$ cat src/rtl/arbiter_8req_hold.sv
// Registered 8-requester arbiter with fixed-priority or round-robin selection,
// grant hold until release, and a MAX_HOLD ownership limit with a timeout pulse.
module arbiter_8req_hold #(
   parameter int unsigned MAX_HOLD = 15
) (
   input  logic       clk,
   input  logic       rst,
   input  logic       mode,
   input  logic [7:0] req,
   output logic [7:0] gnt,
   output logic [2:0] gnt_id,
   output logic       gnt_valid,
   output logic       timeout
);

   typedef enum logic [0:0] {
      IDLE  = 1'b0,
      GRANT = 1'b1
   } state_t;

   localparam logic [7:0] MAX_HOLD_C = 8'(MAX_HOLD);

   state_t     state_r, state_nxt_s;
   logic [7:0] gnt_r, gnt_nxt_s;
   logic [2:0] gnt_id_r, gnt_id_nxt_s;
   logic       gnt_valid_r, gnt_valid_nxt_s;
   logic       timeout_r, timeout_nxt_s;
   logic [7:0] hold_cnt_r, hold_cnt_nxt_s;
   logic [2:0] rr_ptr_r, rr_ptr_nxt_s;

   logic       owner_req_s, forced_s, release_s, arb_s;
   logic [7:0] mask_s, cand_s;
   logic       cand_any_s;
   logic [2:0] win_fp_s, win_rr_s, win_s, rr_idx_s;
   logic       rr_found_s;

   // Release decisions; the mask only excludes the owner being forcibly revoked
   assign owner_req_s = req[gnt_id_r];
   assign forced_s    = (state_r == GRANT) && owner_req_s && (hold_cnt_r == MAX_HOLD_C);
   assign release_s   = (state_r == GRANT) && (!owner_req_s || forced_s);
   assign arb_s       = (state_r == IDLE) || release_s;
   assign mask_s      = forced_s ? gnt_r : 8'h00;
   assign cand_s      = req & ~mask_s;
   assign cand_any_s  = |cand_s;

   // Winner selection: highest index, or first set bit after rr_ptr with wrap
   always_comb begin
      win_fp_s   = 3'd0;
      win_rr_s   = 3'd0;
      rr_idx_s   = 3'd0;
      rr_found_s = 1'b0;
      for (int i = 0; i < 8; i++) begin
         win_fp_s = cand_s[i] ? 3'(i) : win_fp_s;
      end
      for (int i = 0; i < 8; i++) begin
         rr_idx_s   = rr_ptr_r + 3'd1 + 3'(i);
         win_rr_s   = (cand_s[rr_idx_s] && !rr_found_s) ? rr_idx_s : win_rr_s;
         rr_found_s = rr_found_s | cand_s[rr_idx_s];
      end
      win_s = mode ? win_rr_s : win_fp_s;
   end

   // State register and registered outputs
   always_ff @(posedge clk or posedge rst) begin
      if (rst) begin
         state_r     <= IDLE;
         gnt_r       <= 8'h00;
         gnt_id_r    <= 3'd0;
         gnt_valid_r <= 1'b0;
         timeout_r   <= 1'b0;
         hold_cnt_r  <= 8'd0;
         rr_ptr_r    <= 3'd7;
      end else begin
         state_r     <= state_nxt_s;
         gnt_r       <= gnt_nxt_s;
         gnt_id_r    <= gnt_id_nxt_s;
         gnt_valid_r <= gnt_valid_nxt_s;
         timeout_r   <= timeout_nxt_s;
         hold_cnt_r  <= hold_cnt_nxt_s;
         rr_ptr_r    <= rr_ptr_nxt_s;
      end
   end

   // Next-state logic
   always_comb begin
      state_nxt_s = state_r;
      case (state_r)
         IDLE: begin
            state_nxt_s = cand_any_s ? GRANT : IDLE;
         end
         GRANT: begin
            if (release_s) begin
               state_nxt_s = cand_any_s ? GRANT : IDLE;
            end else begin
               state_nxt_s = GRANT;
            end
         end
         default: begin
            state_nxt_s = IDLE;
         end
      endcase
   end

   // Next output values: load a winner on arbitration edges, otherwise keep counting
   always_comb begin
      gnt_nxt_s       = gnt_r;
      gnt_id_nxt_s    = gnt_id_r;
      gnt_valid_nxt_s = gnt_valid_r;
      hold_cnt_nxt_s  = hold_cnt_r;
      rr_ptr_nxt_s    = rr_ptr_r;
      timeout_nxt_s   = forced_s;
      if (arb_s) begin
         if (cand_any_s) begin
            gnt_nxt_s       = 8'h01 << win_s;
            gnt_id_nxt_s    = win_s;
            gnt_valid_nxt_s = 1'b1;
            hold_cnt_nxt_s  = 8'd1;
            rr_ptr_nxt_s    = win_s;
         end else begin
            gnt_nxt_s       = 8'h00;
            gnt_id_nxt_s    = 3'd0;
            gnt_valid_nxt_s = 1'b0;
            hold_cnt_nxt_s  = 8'd0;
         end
      end else begin
         if (hold_cnt_r < MAX_HOLD_C) begin
            hold_cnt_nxt_s = hold_cnt_r + 8'd1;
         end else begin
            hold_cnt_nxt_s = hold_cnt_r;
         end
      end
   end

   assign gnt       = gnt_r;
   assign gnt_id    = gnt_id_r;
   assign gnt_valid = gnt_valid_r;
   assign timeout   = timeout_r;

endmodule

$ cat config.mk
export PLATFORM = sky130hd
export DESIGN_NAME = arbiter_8req_hold
export DESIGN_NICKNAME = d
export VERILOG_FILES = /design/src/rtl/arbiter_8req_hold.sv
export SDC_FILE = /design/constraint.sdc
export NUM_CORES = 1
export LEC_CHECK = 0
export CAP_MARGIN = 5
export CORE_MARGIN = 2
export CORE_UTILIZATION = 60
export CTS_BUF_LIST = sky130_fd_sc_hd__clkbuf_8
export DETAILED_ROUTE_END_ITERATION = 7
export PLACE_DENSITY = 0.83
export SETUP_SLACK_MARGIN = 0.3
export SYNTH_ARGS = -nofsm -noshare
export SYNTH_HDL_FRONTEND = slang
export SYNTH_SLANG_ARGS = --single-unit
$ cat constraint.sdc
create_clock -name clk -period 4.8 [get_ports clk]
set_clock_uncertainty 0.2 [all_clocks]
set_input_delay 0.96 -clock clk [delete_from_list [all_inputs] [get_ports clk]]
set_output_delay 0.96 -clock clk [all_outputs]
set_load 0.01 [all_outputs]
# == Word level (Yosys, flattened, before mapping) ==
# Index checks and enable logic that the tools add are counted.
# classes
add_sub_neg,9
order_cmp,10
eq_ne,1
shifts,1
muxes,43
n_bitwise,9
reduce_logical,23
# ops
operator,count
3-bit two-way mux,14
3-bit by 4-bit < comparator with 1-bit output (second input constant),9
8-bit two-way mux,4
1-bit binary-select mux with 3-bit select,9
1-bit two-way mux,13
3-bit adder (second input constant),4
1-bit logical AND,10
8-bit by 1-bit adder with 8-bit output (second input constant),1
8-bit bitwise AND,1
8-bit by 4-bit equality test with 1-bit output (second input constant),1
1-bit logical NOT,8
8-bit by 4-bit < comparator with 1-bit output (second input constant),1
8-bit inverter,1
8-bit OR reduction,1
1-bit by 3-bit << shifter with 8-bit output (first input constant),1
3-bit by 1-bit adder with 3-bit output (second input constant),2
3-bit by 2-bit adder with 3-bit output (second input constant),2
1-bit OR,6
2-bit two-way mux,2
1-bit logical OR,2
1-bit case mux with 2 select lines,1
2-bit AND reduction,1
2-bit nonzero test,1
1-bit inverter,1
# word_totals
register_bits,25
input_bits,11
out_inout_bits,13
wordCells,103

# == Depth between registers and ports, before layout ==
# Gate-level depths: netlist (run 1).
# logic_depth
word_depth,21
mapped_depth,16
ltp_nobuf,13

# == Worst setup path after synthesis (run 1) ==
# OpenSTA, ideal clock, no wires.
# synth_path
kind,reg2reg
start,register rr_ptr_r[0]
end,"register gnt_r[7], in the netlist gnt[7]"
setup_ns,0.122
t_arrival_ns,3.974
path_slack_ns,0.505
path_stages_with_launch,16
n_path_buf,5
period_less_slack_ns,4.295
path_cell_list,dfstp_2 -> inv_1 -> buf_1 -> clkbuf_1 -> ha_1 -> clkbuf_1 -> clkbuf_1 -> clkbuf_1 -> xnor2_1 -> o31ai_1 -> nor3_2 -> nand4_2 -> a31oi_1 -> a211oi_1 -> or3_4 -> a32o_1
# synth_between
elab_chain_len,16
elab_cells_between_ends,55
# synth_rtl
element,line,rtl
from (decl),29,"logic [2:0] rr_ptr_r, rr_ptr_nxt_s;"
from (signal assigned),80,rr_ptr_r <= rr_ptr_nxt_s;
3-bit by 1-bit adder with 3-bit output (*),56,rr_idx_s = rr_ptr_r + 3'd1 + 3'(i);
3-bit by 1-bit adder with 3-bit output,56,
1-bit binary-select mux with 3-bit select,"57, 58",
1-bit two-way mux (not written as such),"57, 58",
1-bit OR,58,rr_found_s = rr_found_s | cand_s[rr_idx_s];
1-bit logical NOT or 1-bit OR (tied branches),"57, 58",
1-bit logical AND (tied with other cells),57,win_rr_s = (cand_s[rr_idx_s] && !rr_found_s) ? rr_idx_s : win_rr_s;
3-bit two-way mux (tied with other cells) (4 in series),57,
3-bit two-way mux or 1-bit logical AND (tied branches),57,
3-bit two-way mux (*),57,
3-bit two-way mux (*),60,win_s = mode ? win_rr_s : win_fp_s;
1-bit by 3-bit << shifter with 8-bit output (*),114,gnt_nxt_s = 8'h01 << win_s;
8-bit two-way mux (*),113,if (cand_any_s) begin
to (signal assigned),75,gnt_r <= gnt_nxt_s;
to (decl),24,"logic [7:0] gnt_r, gnt_nxt_s;"
# Mark *: on every way between the ends. The rest lies on a longest branch, timed or not. The select of a mux whose other input is x is not followed.
# A chain may end at the register's enable or synchronous reset.

# == Worst setup path in the final report (run 1) ==
# layout_path
start,input port req[1]
end,"register gnt_r[7], in the netlist gnt[7]"
# layout_between
elab_chain_len,21
elab_cells_between_ends,66
# layout_rtl
element,line,rtl
from (decl),9,"input logic [7:0] req,"
1-bit binary-select mux with 3-bit select,38,assign owner_req_s = req[gnt_id_r];
1-bit two-way mux (not written as such),38,
1-bit logical AND (2 in series),39,assign forced_s = (state_r == GRANT) && owner_req_s && (hold_cnt_r == MAX_HOLD_C);
8-bit two-way mux,42,assign mask_s = forced_s ? gnt_r : 8'h00;
8-bit inverter,43,assign cand_s = req & ~mask_s;
8-bit bitwise AND,43,
1-bit binary-select mux with 3-bit select,"57, 58",
1-bit two-way mux (not written as such),"57, 58",
1-bit logical NOT or 1-bit OR (tied branches),"57, 58",
1-bit logical AND (tied with other cells),57,
3-bit two-way mux (tied with other cells) (5 in series),57,
3-bit two-way mux or 1-bit logical AND (tied branches),57,
3-bit two-way mux,57,
3-bit two-way mux,60,
1-bit by 3-bit << shifter with 8-bit output,114,
8-bit two-way mux,113,
# Several ways; a longest one is shown, not always the timed one. The select of a mux whose other input is x is not followed.

==> results.ini, run 1 <==
[synthesis]
synth_cell_types = 70
synth.avg_cell_area_um2 = 8.461
synth-main-ff-cell = dfrtp_1
synth_common_cells = nand2_1 (31), dfrtp_1 (22), nand3_1 (22), nor2_1 (22), clkbuf_1 (14)
synth.net_count = 317
synth-seq-cells = 25
synth_area_leaders = dfrtp_1 (21%), nand2_1 (4.5%), mux4_2 (4.4%)
synth_most_common_cell = nand2_1
syn_inst = 303
yosysTopAreaCellShare_pct = 21.47
synth-edff-count = 0
yosysSeqAreaShare_pct = 24.55
syn_area_mm2 = 0.002564
ys_warn_count = 0
synth_area_leader_cell = dfrtp_1
async_flop_share_pct = 100.0

[place]
gp_congestion = 1.038
dp.cells = 394
dp_hpwl_mm = 5.991
port_buffers = 23

[final_layout]
fill_cells = 259
antenna_cells = 0
nNetsFinal = 370
area_growth_syn_to_layout_pct = 27.57
stdcell_count = 405
drive_gt1_share_pct = 26.20

[cts]
clock-root-buffer = clkbuf_8
cts_tree = built
cts_sinks = 25
cts.clk_slew.worst_paths_ns = 0.08
htree_num_levels = 1
clk_latency_ns = 0.26
cts_hold_buffers = 0
clk_path_buf_depth = 2
numCtsBuffers = 3

[floorplan]
initial_utilization_pct = 63.18
fp.dieH_um = 69.37
io_pins = 24
core_mm2 = 0.004058
rows = 23
die_w_um = 69.37
dieArea_mm2 = 0.004812

[route]
first_iter_violations = 488
drt-pass1-iter-count = 7
drc_errors = 0
vias = 2942
routed_wl_mm = 8.499
wl_per_cell_um = 20.99
via_per_inst = 7.264
postRouteAntennaNets = 0

[critical_path]
worstSetupStartpointType = input pin
crit_cells = 12
crit_type = input pin to flip-flop
required_ns = 4.76
arrival_ns = 4.40
critPathLaunch = req[1]
cp_cell_sequence = clkdlybuf4s50_1 > mux2i_1 > o2bb2ai_4 > o31ai_2 > buf_4 > mux4_2 > mux2_2 > or4_1 > nand3_2 > a2111oi_4 > or3_4 > a32o_1
path_delay_family = multiplexers
end_kind = flip-flop
rr_startpoint = rr_ptr_r[0]
crit_path_top_delay_cell = mux4_2
cp_max_fo = 7
rr_worst_depth = 13
slowest_delay_ns = 0.50
worst-path-buf-inv = 2

[grt]
grt_overflow = 0
grt_pass1_wl_mm = 13.17
grt_pass1_vias = 2584
antenna_found_initial = 0
grt_max_degree = 30
grt_use_total_pct = 33.74

[hold_path]
min_from = gnt_valid
worstHoldPathCells = 1
hp-class = flip-flop to flip-flop

[sta]
layout_min_cycle_time_ns = 4.444
fmax_mhz = 225.0
slew_viol_final = 0
period_share_pct = 92.57
setup_viol = 0
rsz0062_at_grt = no
tightest_slew_ns = 0.9145
tns_ns = 0
slew_headroom_pct = 38.96
finalHoldViolCount = 0

[job]
max_cap_viol_count = 0

[run_status]
outcome = complete, no violations

-- layout by cell type (no fill, tap or decap), types with 4 or more instances in the layout --
master            n
a21oi_1          13
a22o_1            4
and3_1            6
buf_4            41
clkdlybuf4s50_1  19
dfrtp_1          22
dlymetal6s2s_1    4
inv_1             8
mux2_4            4
mux4_2            5
nand2_1          31
nand2b_1          5
nand3_1          21
nor2_1           20
nor3_1            9
nor3_2            4
o2111ai_1         4
o211ai_1          4
o21a_1            5
o21ai_0          12
o22ai_1           4
o31ai_1           5
o31ai_2           6
xnor2_1           4
-- timing repair --
item / in CTS / in global routing
buffers inserted: 0 / 6
gates cloned: 0 / 1
resized for setup: 2 / 22
pin swaps: 1 / 8
setup endpoints to repair: 8 / 14
-- cell type report --
cell class | instances | area (um2) | share of cell area [%]
Clock inverter | 1 | 3.754 | 0.1148
Inverter | 7 | 26.28 | 0.8034
Timing Repair Buffer | 67 | 604.3 | 18.48
Clock buffer | 3 | 41.29 | 1.262
Tap cell | 50 | 62.56 | 1.913
Sequential cell | 25 | 629.4 | 19.24
Multi-Input combinational cell | 252 | 1903 | 58.19
-- state kept, by name, indices dropped and copies added, names as in the netlist --
signal	count
gnt	8
timeout	1
state_r	1
gnt_valid	1
rr_ptr_r	3
gnt_id	3
hold_cnt_r	8
-- cells by family after synthesis --
kind of cell	synth area share (%)
muxes	8.931
AOI/OAI and AO/OA	32.94
xor gates and xnor gates	2.050
buffers and inverters	4.539
DFF	24.55
adders and majority gates	1.464
and+or+nand+nor	25.53
-- routing by layer --
| metal | share of wire (%) | GRT usage (%) |
|---|---|---|
| met1 | 38 | 45.79 |
| met2 | 49 | 56.30 |
| met3 | 8.4 | 2.762 |
| met4 | 4.2 | 12.42 |
| met5 | 0 | 0 |
-- worst paths after layout --
path                            endpoint  slack [ns]
max                               gnt[7]        0.36
min                            gnt_valid        0.33
min reg2reg                    gnt_valid        0.33
max reg2reg                       gnt[5]        0.67
min in group asynchronous  hold_cnt_r[3]        0.99
max in group asynchronous      gnt_id[1]        2.85
-- per-stage QoR --
| stage | hold WS, ns | worst slack (ns) | instance area (um2) | utilization, % |
|---|---|---|---|---|
| floorplan | 0.2727 | 0.5049 | 2564 | - |
| global route | 0.3557 | 0.1211 | 3271 | 80.60 |
| CTS | 0.3181 | 0.3080 | 3117 | 76.81 |
| global placement | 0.2859 | 0.02276 | 3057 | 75.33 |
| detailed placement | 0.3064 | -0.02343 | 3057 | 75.33 |
| finish | 0.3263 | 0.3564 | 3271 | 80.60 |
Power of run 1 is not shown: default switching activity piles up to over one toggle a cycle in this logic, so the estimate is an artifact.
==> inputs of run 2 (changes only) <==
Settings changed: CORE_UTILIZATION 60 to 45, PLACE_DENSITY 0.83 to 0.65.
==> run 2 against run 1 <==
Via count is 0.10% lower. Critical path depth stayed put. Design area up 6.4%. Setup slack gained 0.023 ns. Worst hold slack lost 0.026 ns. Critical path type unchanged. Core utilization shrank 17 points. Non-clock buffer count is 17 higher. Highest routed layer unchanged. Sequential share of layout area fell by 1.2 points. Fmax increased by 0.52%. Register-to-register slack better by 0.08 ns.
==> results.ini, run 2 (same netlist as run 1, synthesis figures left out) <==
[cts]
cts_tree = built
cts.clk_slew.worst_paths_ns = 0.08  ; about the same
cts_sinks = 25  ; unchanged
htree_num_levels = 1  ; unchanged
clk_path_buf_depth = 2  ; unchanged
clock-root-buffer = clkbuf_8
clk_latency_ns = 0.26  ; about the same
numCtsBuffers = 3  ; unchanged
cts_hold_buffers = 0  ; unchanged

[grt]
grt_pass1_wl_mm = 13.77  ; +4.6%
grt_max_degree = 26  ; -13%
grt_use_total_pct = 27.89  ; -5.9 points
grt_pass1_vias = 2650  ; +2.6%
grt_overflow = 0  ; unchanged
antenna_found_initial = 0  ; unchanged

[route]
wl_per_cell_um = 20.47  ; -2.5%
via_per_inst = 6.604  ; -9.1%
drt-pass1-iter-count = 5  ; -2
first_iter_violations = 299  ; -39%
drc_errors = 0  ; unchanged
vias = 2939  ; -0.10%
postRouteAntennaNets = 0  ; unchanged
routed_wl_mm = 9.108  ; +7.2%

[place]
dp_hpwl_mm = 6.647  ; +11%
gp_congestion = 0.9929  ; -4.3%
port_buffers = 23  ; unchanged

[floorplan]
dieArea_mm2 = 0.006317  ; +31%
rows = 27  ; +17%
core_mm2 = 0.005507  ; +36%
io_pins = 24  ; unchanged
initial_utilization_pct = 46.56  ; -17 points
fp.dieH_um = 79.48  ; +15%
die_w_um = 79.48  ; +15%

[hold_path]
hp-class = flip-flop to flip-flop
worstHoldPathCells = 1  ; unchanged
min_from = gnt_valid
hold_path_end = gnt_valid

[critical_path]
end_kind = flip-flop
worstSetupStartpointType = input pin
arrival_ns = 4.38  ; -0.02 ns
cp_cell_sequence = clkdlybuf4s50_1 > mux2_4 > o221ai_4 > buf_6 > o31ai_4 > mux4_2 > mux2_2 > or4_1 > nand3_2 > a2111oi_4 > or3_4 > a32o_1
r2r_slack_ns = 0.75  ; +0.08 ns
cp_max_fo = 6  ; -1
required_ns = 4.76  ; about the same
worst_r2r_endpoint = gnt[7]
worst-path-buf-inv = 2  ; unchanged
path_delay_family = multiplexers
slowest_delay_ns = 0.48  ; -0.02 ns
crit_path_top_delay_cell = mux4_2
critPathLaunch = req[2]
rr_worst_depth = 11  ; -2
rr_startpoint = hold_cnt_r[4]
crit_type = input pin to flip-flop

[final_layout]
fill_cells = 467  ; +80%
nNetsFinal = 388  ; +4.9%
finalCoreUtilization_pct = 63.19  ; -17 points
area_growth_syn_to_layout_pct = 35.72
mostFrequentLayoutCells = buf_4 (57), nand2_1 (31), clkdlybuf4s50_1 (23)
antenna_cells = 0  ; unchanged
drive_gt1_share_pct = 31.64  ; +5.4 points
final_common_cell = buf_4

[sta]
fmax_mhz = 226.2  ; +0.52%
rsz0062_at_grt = no
period_share_pct = 92.09  ; -0.48 points
slew_viol_final = 0  ; unchanged
layout_min_cycle_time_ns = 4.421  ; -0.02304 ns
finalHoldViolCount = 0  ; unchanged
tightest_slew_ns = 0.9121  ; -0.002394 ns
slew_headroom_pct = 39.12  ; +0.16 points
tns_ns = 0  ; unchanged
setup_viol = 0  ; unchanged

[run_status]
outcome = complete, no violations

[job]
max_cap_viol_count = 0  ; unchanged

run 2: what timing repair did:
item / in CTS / in global routing
setup endpoints to repair: 3 / 11
pin swaps: 1 / 9
cloned: 0 / 1
gates resized for setup: 4 / 26
buffers inserted: 2 / 14
run 2: worst max-delay path by stage:
stage                        end  depth (start not counted)
final                     gnt[7]                         12
after global routing      gnt[3]                         14
after CTS                 gnt[7]                         14
after detailed placement  gnt[7]                         12
after global placement    gnt[7]                         12
after floorplan           gnt[7]                         15
run 2: metal layers:
layer	GRT usage (%)	share of wire [%]	wire length, um
met3	1.471	7.4	670
met5	0	0	0
met1	36.88	40	3630
met4	11.21	4.5	410
met2	47.56	48	4396
run 2: per-stage QoR:
stage / hold slack (ns) / setup WS, ns / area (um2) / instances
2_1_floorplan: 0.2727 / 0.5049 / 2564 / 303
3_3_place_gp: 0.2838 / -0.05374 / 3132 / 424
3_5_place_dp: 0.2798 / -0.02112 / 3132 / 424
4_1_cts: 0.3057 / 0.2802 / 3208 / 430
5_1_grt: 0.3212 / 0.2536 / 3480 / 445
6_report: 0.3003 / 0.3795 / 3480 / 445
run 2: final cells by class:
class,instances,area [um2],share of cell area (%)
Clock buffer,3,41.29,1.187
Clock inverter,1,3.754,0.1079
Inverter,7,26.28,0.7551
Multi-Input combinational cell,253,1986,57.07
Sequential cell,25,629.4,18.09
Tap cell,72,90.09,2.589
Timing Repair Buffer,84,703.2,20.21
Power of run 2 is left out for the same reason.
==> patch 1 (settings of run 1) <==
Make the reset (`rst`) synchronous in one clocked block.
--- a/src/rtl/arbiter_8req_hold.sv
+++ b/src/rtl/arbiter_8req_hold.sv
@@ -63,3 +63,3 @@
    // State register and registered outputs
-   always_ff @(posedge clk or posedge rst) begin
+   always_ff @(posedge clk) begin
       if (rst) begin
Formal check against the unedited RTL: differs if rst is asserted again (counterexample within 4 cycles, from zero or initial values and one cycle with rst high); with rst held inactive, the same outputs for 10 cycles.
==> patch 1 against run 1 <==
Worst hold slack got worse by 0.055 ns. Via count increased by 2.8%. Area after synthesis decreased by 3.2%. Wire length increased by 9.1%. Sequential cell count unchanged. Count of clock-buffer cells in the layout unchanged. Setup slack got worse by 0.012 ns. Final area increased by 1.3%. Register-to-register slack improved by 0.12 ns. Critical path depth increased by 1. Highest routed layer unchanged.
==> patch 1: results (changes against run 1) <==
syn avg cell area 8.17 um^2 (-3.5%); initial antenna violation count 1 (+1); DP Cell Count 395 (+0.25%); worst slew pin tran 0.640 ns (-0.275 ns); Post-Synth Adder-Cell Area 1.51% (+0.048 points); GP Congestion 0.935 (-9.9%); Compound-Gate Fraction of Synth Area 33.1% (+0.12 points); Post-synth top cells nand2_1, nor2_1, dfxtp_1; vias in the first global route 2458 (-4.9%); largest family of logic cells by synthesized area compound AO/OA/AOI/OAI gates; delay-heaviest family, CP compound AO/OA/AOI/OAI gates; Net Count, Synth 318 (+0.32%); xor/xnor share of the synthesized area 1.41% (-0.64 points); reg2reg setup slack 0.79 ns (+0.12 ns); crit path to gnt[7]$_SDFFE_PP0N_; met3 Use GR 2.96% (+0.20 points); Reg2Reg Launch Point gnt_id[0]$_SDFFE_PP0N_; first-iteration detailed-routing DRC count 524 (+7.4%); met1 GRT Util 48.5% (+2.7 points); # fillers 245 (-5.4%); layout cells sized above 1 28.1% (+1.9 points); sequential share of the synthesized area 20.2% (-4.4 points); first-pass GRT wire length 12500 um (-5.1%); Vias 3023 (+2.8%); asr flop ratio synth 0% (-100 points); crit path from req[7]; post-synthesis cell type count 68 (-2.9%); Post-layout nets 374 (+1.1%); Port Buf Inserts 23 (unchanged); Total GRT Usage 35.8% (+2.1 points); status finished clean; worst flop-to-flop path endpoint gnt[5]$_SDFFE_PP0N_; Via density 7.37 (+1.5%); largest net degree at the start of global routing 26 (-13%); synth top area cells dfxtp_1, nand2_1, mux4_2; Met1 Wirelength 3520 um (+8.4%); critical path data arrival time 4.44 ns (+0.04 ns); DR WL met3 960 um (+35%); critical path peak fanout 15 (+8); DP HPWL 6070 um (+1.3%); Num CTS Buffers 3 (unchanged); max incr delay on CP 0.57 ns (+0.07 ns); hold_ws 0.271 ns (-0.0554 ns); met2 Usage GRT 60.9% (+4.6 points); post-DR wirelength/cell 22.6 um (+7.8%); main flop type after synthesis dfxtp_1; total iterations of the first detailed-routing run 8 (+1); cells on worst reg2reg path 13 (unchanged); routed length on met2 4310 um (+3.3%); post-synthesis mux area share 16.3% (+7.4 points)
[patch 1: changes by cell type after synthesis, moves of 6 or more]
cell	before	now
dfxtp_1	0	25
nand2_1	31	42
nor2_1	22	28
dfrtp_1	22	0
nand3_1	22	15
[patch 1: stage by stage]
step	area, um^2	setup slack, ns
2_1_floorplan	2480	0.366
3_3_place_gp	2970	0.0681
3_5_place_dp	2970	-0.0119
4_1_cts	3030	0.301
5_1_grt	3310	0.272
6_report	3310	0.345
[patch 1: repair_timing]
item,in CTS,in global routing
resized for setup,6,41
cloned,0,1
pin swaps,1,17
endpoints found under the setup margin,4,13
buffers inserted,0,9
[patch 1: worst register-to-register path: stages (launching register included)]
cell and delay, ns:
dfxtp_1 0.59, mux2_4 0.36, o221ai_4 0.25, buf_12 0.15
buf_12 0.11, o31ai_4 0.07, clkdlybuf4s15_2 0.24, mux2_2 0.32
mux4_2 0.54, o21ai_0 0.14, o32ai_2 0.13, a31oi_2 0.22
nand3b_1 0.27, o32ai_2 0.34
[patch 1: worst min-delay path by stage]
stage                               startpoint                         end  depth (start not counted)
finish                  gnt_valid$_SDFFE_PP0N_      gnt_valid$_SDFFE_PP0N_                          1
CTS                     gnt_valid$_SDFFE_PP0N_      gnt_valid$_SDFFE_PP0N_                          1
detailed placement      gnt_valid$_SDFFE_PP0N_      gnt_valid$_SDFFE_PP0N_                          1
floorplan           hold_cnt_r[7]$_SDFFE_PP0P_  hold_cnt_r[7]$_SDFFE_PP0P_                          2
global route            gnt_valid$_SDFFE_PP0N_      gnt_valid$_SDFFE_PP0N_                          1
global placement    hold_cnt_r[7]$_SDFFE_PP0P_  hold_cnt_r[7]$_SDFFE_PP0P_                          2
[patch 1: power breakdown]
part           internal (mW)  switching [mW]
Clock                 0.0572          0.0647
Combinational           1.09            1.40
Sequential             0.261          0.0947
Total                   1.41            1.56
[patch 1: final cells by class]
| type | instances | area [um^2] | share of cell area [%] |
|---|---|---|---|
| diodes | 1 | 2.50 | 0.0755 |
| clock buffers | 3 | 41.3 | 1.25 |
| clock inverters | 1 | 3.75 | 0.113 |
| inverters | 7 | 26.3 | 0.793 |
| multi-input cells | 254 | 2040 | 61.7 |
| flip-flops and latches | 25 | 500 | 15.1 |
| well taps | 50 | 62.6 | 1.89 |
| repair buffers | 69 | 633 | 19.1 |
[patch 1: cells by family after synthesis]
family	count (synthesis)
AND/OR/NAND/NOR	121
AO/OA/AOI/OAI	100
multiplexers	26
buffers and inverters	25
flip-flops	25
XOR/XNOR	4
adder cells (fa/ha/maj)	3
==> patch 2 (settings of run 1) <==
Made on the original files. Change the parameter `MAX_HOLD` from 15 to 11.
--- a/src/rtl/arbiter_8req_hold.sv
+++ b/src/rtl/arbiter_8req_hold.sv
@@ -3,3 +3,3 @@
 module arbiter_8req_hold #(
-   parameter int unsigned MAX_HOLD = 15
+   parameter int unsigned MAX_HOLD = 11
 ) (
Behaviour: no difference found for any inputs over 10 cycles, from zero or initial values and one cycle with rst high; that may be too few to reach the edited logic, so the function may still have changed.
==> patch 2 against run 1 <==
Sequential share of layout area about the same. Wire length rose by 5.0%. Setup slack worse by 0.051 ns. Sequential cell count unchanged. Area after synthesis down 2.3%. Final area barely moved. Die area shrank 2.2%. Largest cell class unchanged. Highest routed layer unchanged.
Power is not shown: default switching activity piles up to over one toggle a cycle in this logic, so the estimate is an artifact.
==> patch 2: results (changes against run 1) <==
status finished clean; Met1 Wirelength 3350 um (+3.1%); sequential share of the synthesized area 25.1% (+0.59 points); cells on worst reg2reg path 12 (-1); critical path data arrival time 4.46 ns (+0.06 ns); Synth top area share 22.0% (+0.52 points); Reg2Reg Launch Point hold_cnt_r[7]$_DFFE_PP0P_; Via density 7.47 (+2.8%); DP Cell Count 374 (-5.1%); Post-synth top cells nand2_1, dfrtp_1, nand3_1; reg2reg setup slack 0.63 ns (-0.04 ns); met3 Use GR 4.06% (+1.3 points); Total GRT Usage 36.0% (+2.3 points); first-iteration detailed-routing DRC count 525 (+7.6%); DP HPWL 6060 um (+1.1%); critical path peak fanout 9 (+2); DR WL met3 871 um (+23%); GP Congestion 1.03 (-0.64%); worst slew pin tran 0.918 ns (+0.00385 ns); total iterations of the first detailed-routing run 5 (-2); post-synthesis cell type count 72 (+2.9%); met1 GRT Util 45.9% (+0.060 points); syn avg cell area 8.97 um^2 (+6.1%); layout cells sized above 1 28.4% (+2.2 points); first-pass GRT wire length 12500 um (-5.3%); Net Count, Synth 293 (-7.6%); crit path to gnt[6]$_DFFE_PP0N_; final wirelength 8930 um (+5.0%); met2 Usage GRT 62.1% (+5.8 points); vias in the first global route 2491 (-3.6%); Vias 2875 (-2.3%); synth top area cells dfrtp_1, mux4_2, nand2_1
## patch 2: cell types whose count changed after synthesis, sizes merged, moves of 4 or more
cell,change
a211oi,+6
nor3,-9
o31a,+4
nand2b,-4
mux2i,+9
o211ai,-4
o21ai,-4
o22a,+4
nor2,-4
clkbuf,-5
## patch 2: area by class of cell
cell class / instances / area, um^2
Multi-Input combinational cell: 230 / 1920
Fill cell: 225 / 727
Sequential cell: 25 / 629
Timing Repair Buffer: 67 / 581
Tap cell: 50 / 62.6
Clock buffer: 3 / 41.3
Inverter: 9 / 33.8
Clock inverter: 1 / 3.75
## patch 2: kinds of logic after synthesis
logic type               synth area share, %
AO/OA/AOI/OAI                           32.9
XOR/XNOR                                2.10
adder cells (fa/ha/maj)                 1.50
buffers and inverters                   4.90
flip-flops                              25.1
multiplexers                            14.7
AND/OR/NAND/NOR                         18.8
## patch 2: critical path, stage by stage
cell	delay (ns)
clkdlybuf4s50_1	0.43
mux2_4	0.31
o221ai_4	0.32
o31ai_2	0.13
buf_4	0.19
mux2_4	0.32
buf_4	0.15
mux4_2	0.50
a2111oi_1	0.49
o22a_1	0.28
o2bb2ai_1	0.16
a22o_1	0.22
## patch 2: through the flow
step	utilization [%]	hold slack [ns]	setup TNS [ns]	worst slack, ns	area (um^2)
after floorplan	-	0.270	0	0.517	2500
after global placement	75.0	0.281	0	0.0704	3000
after detailed placement	75.0	0.292	-0.198	-0.0488	3000
after CTS	77.4	0.314	0	0.314	3100
after global routing	81.8	0.336	0	0.240	3270
final	81.8	0.311	0	0.306	3270
## patch 2: timing repair
item / CTS / global route
gates resized for setup: 5 / 33
buffers inserted: 3 / 2
endpoints found under the setup margin: 10 / 12
pin swaps: 3 / 14
cloned: 1 / 1
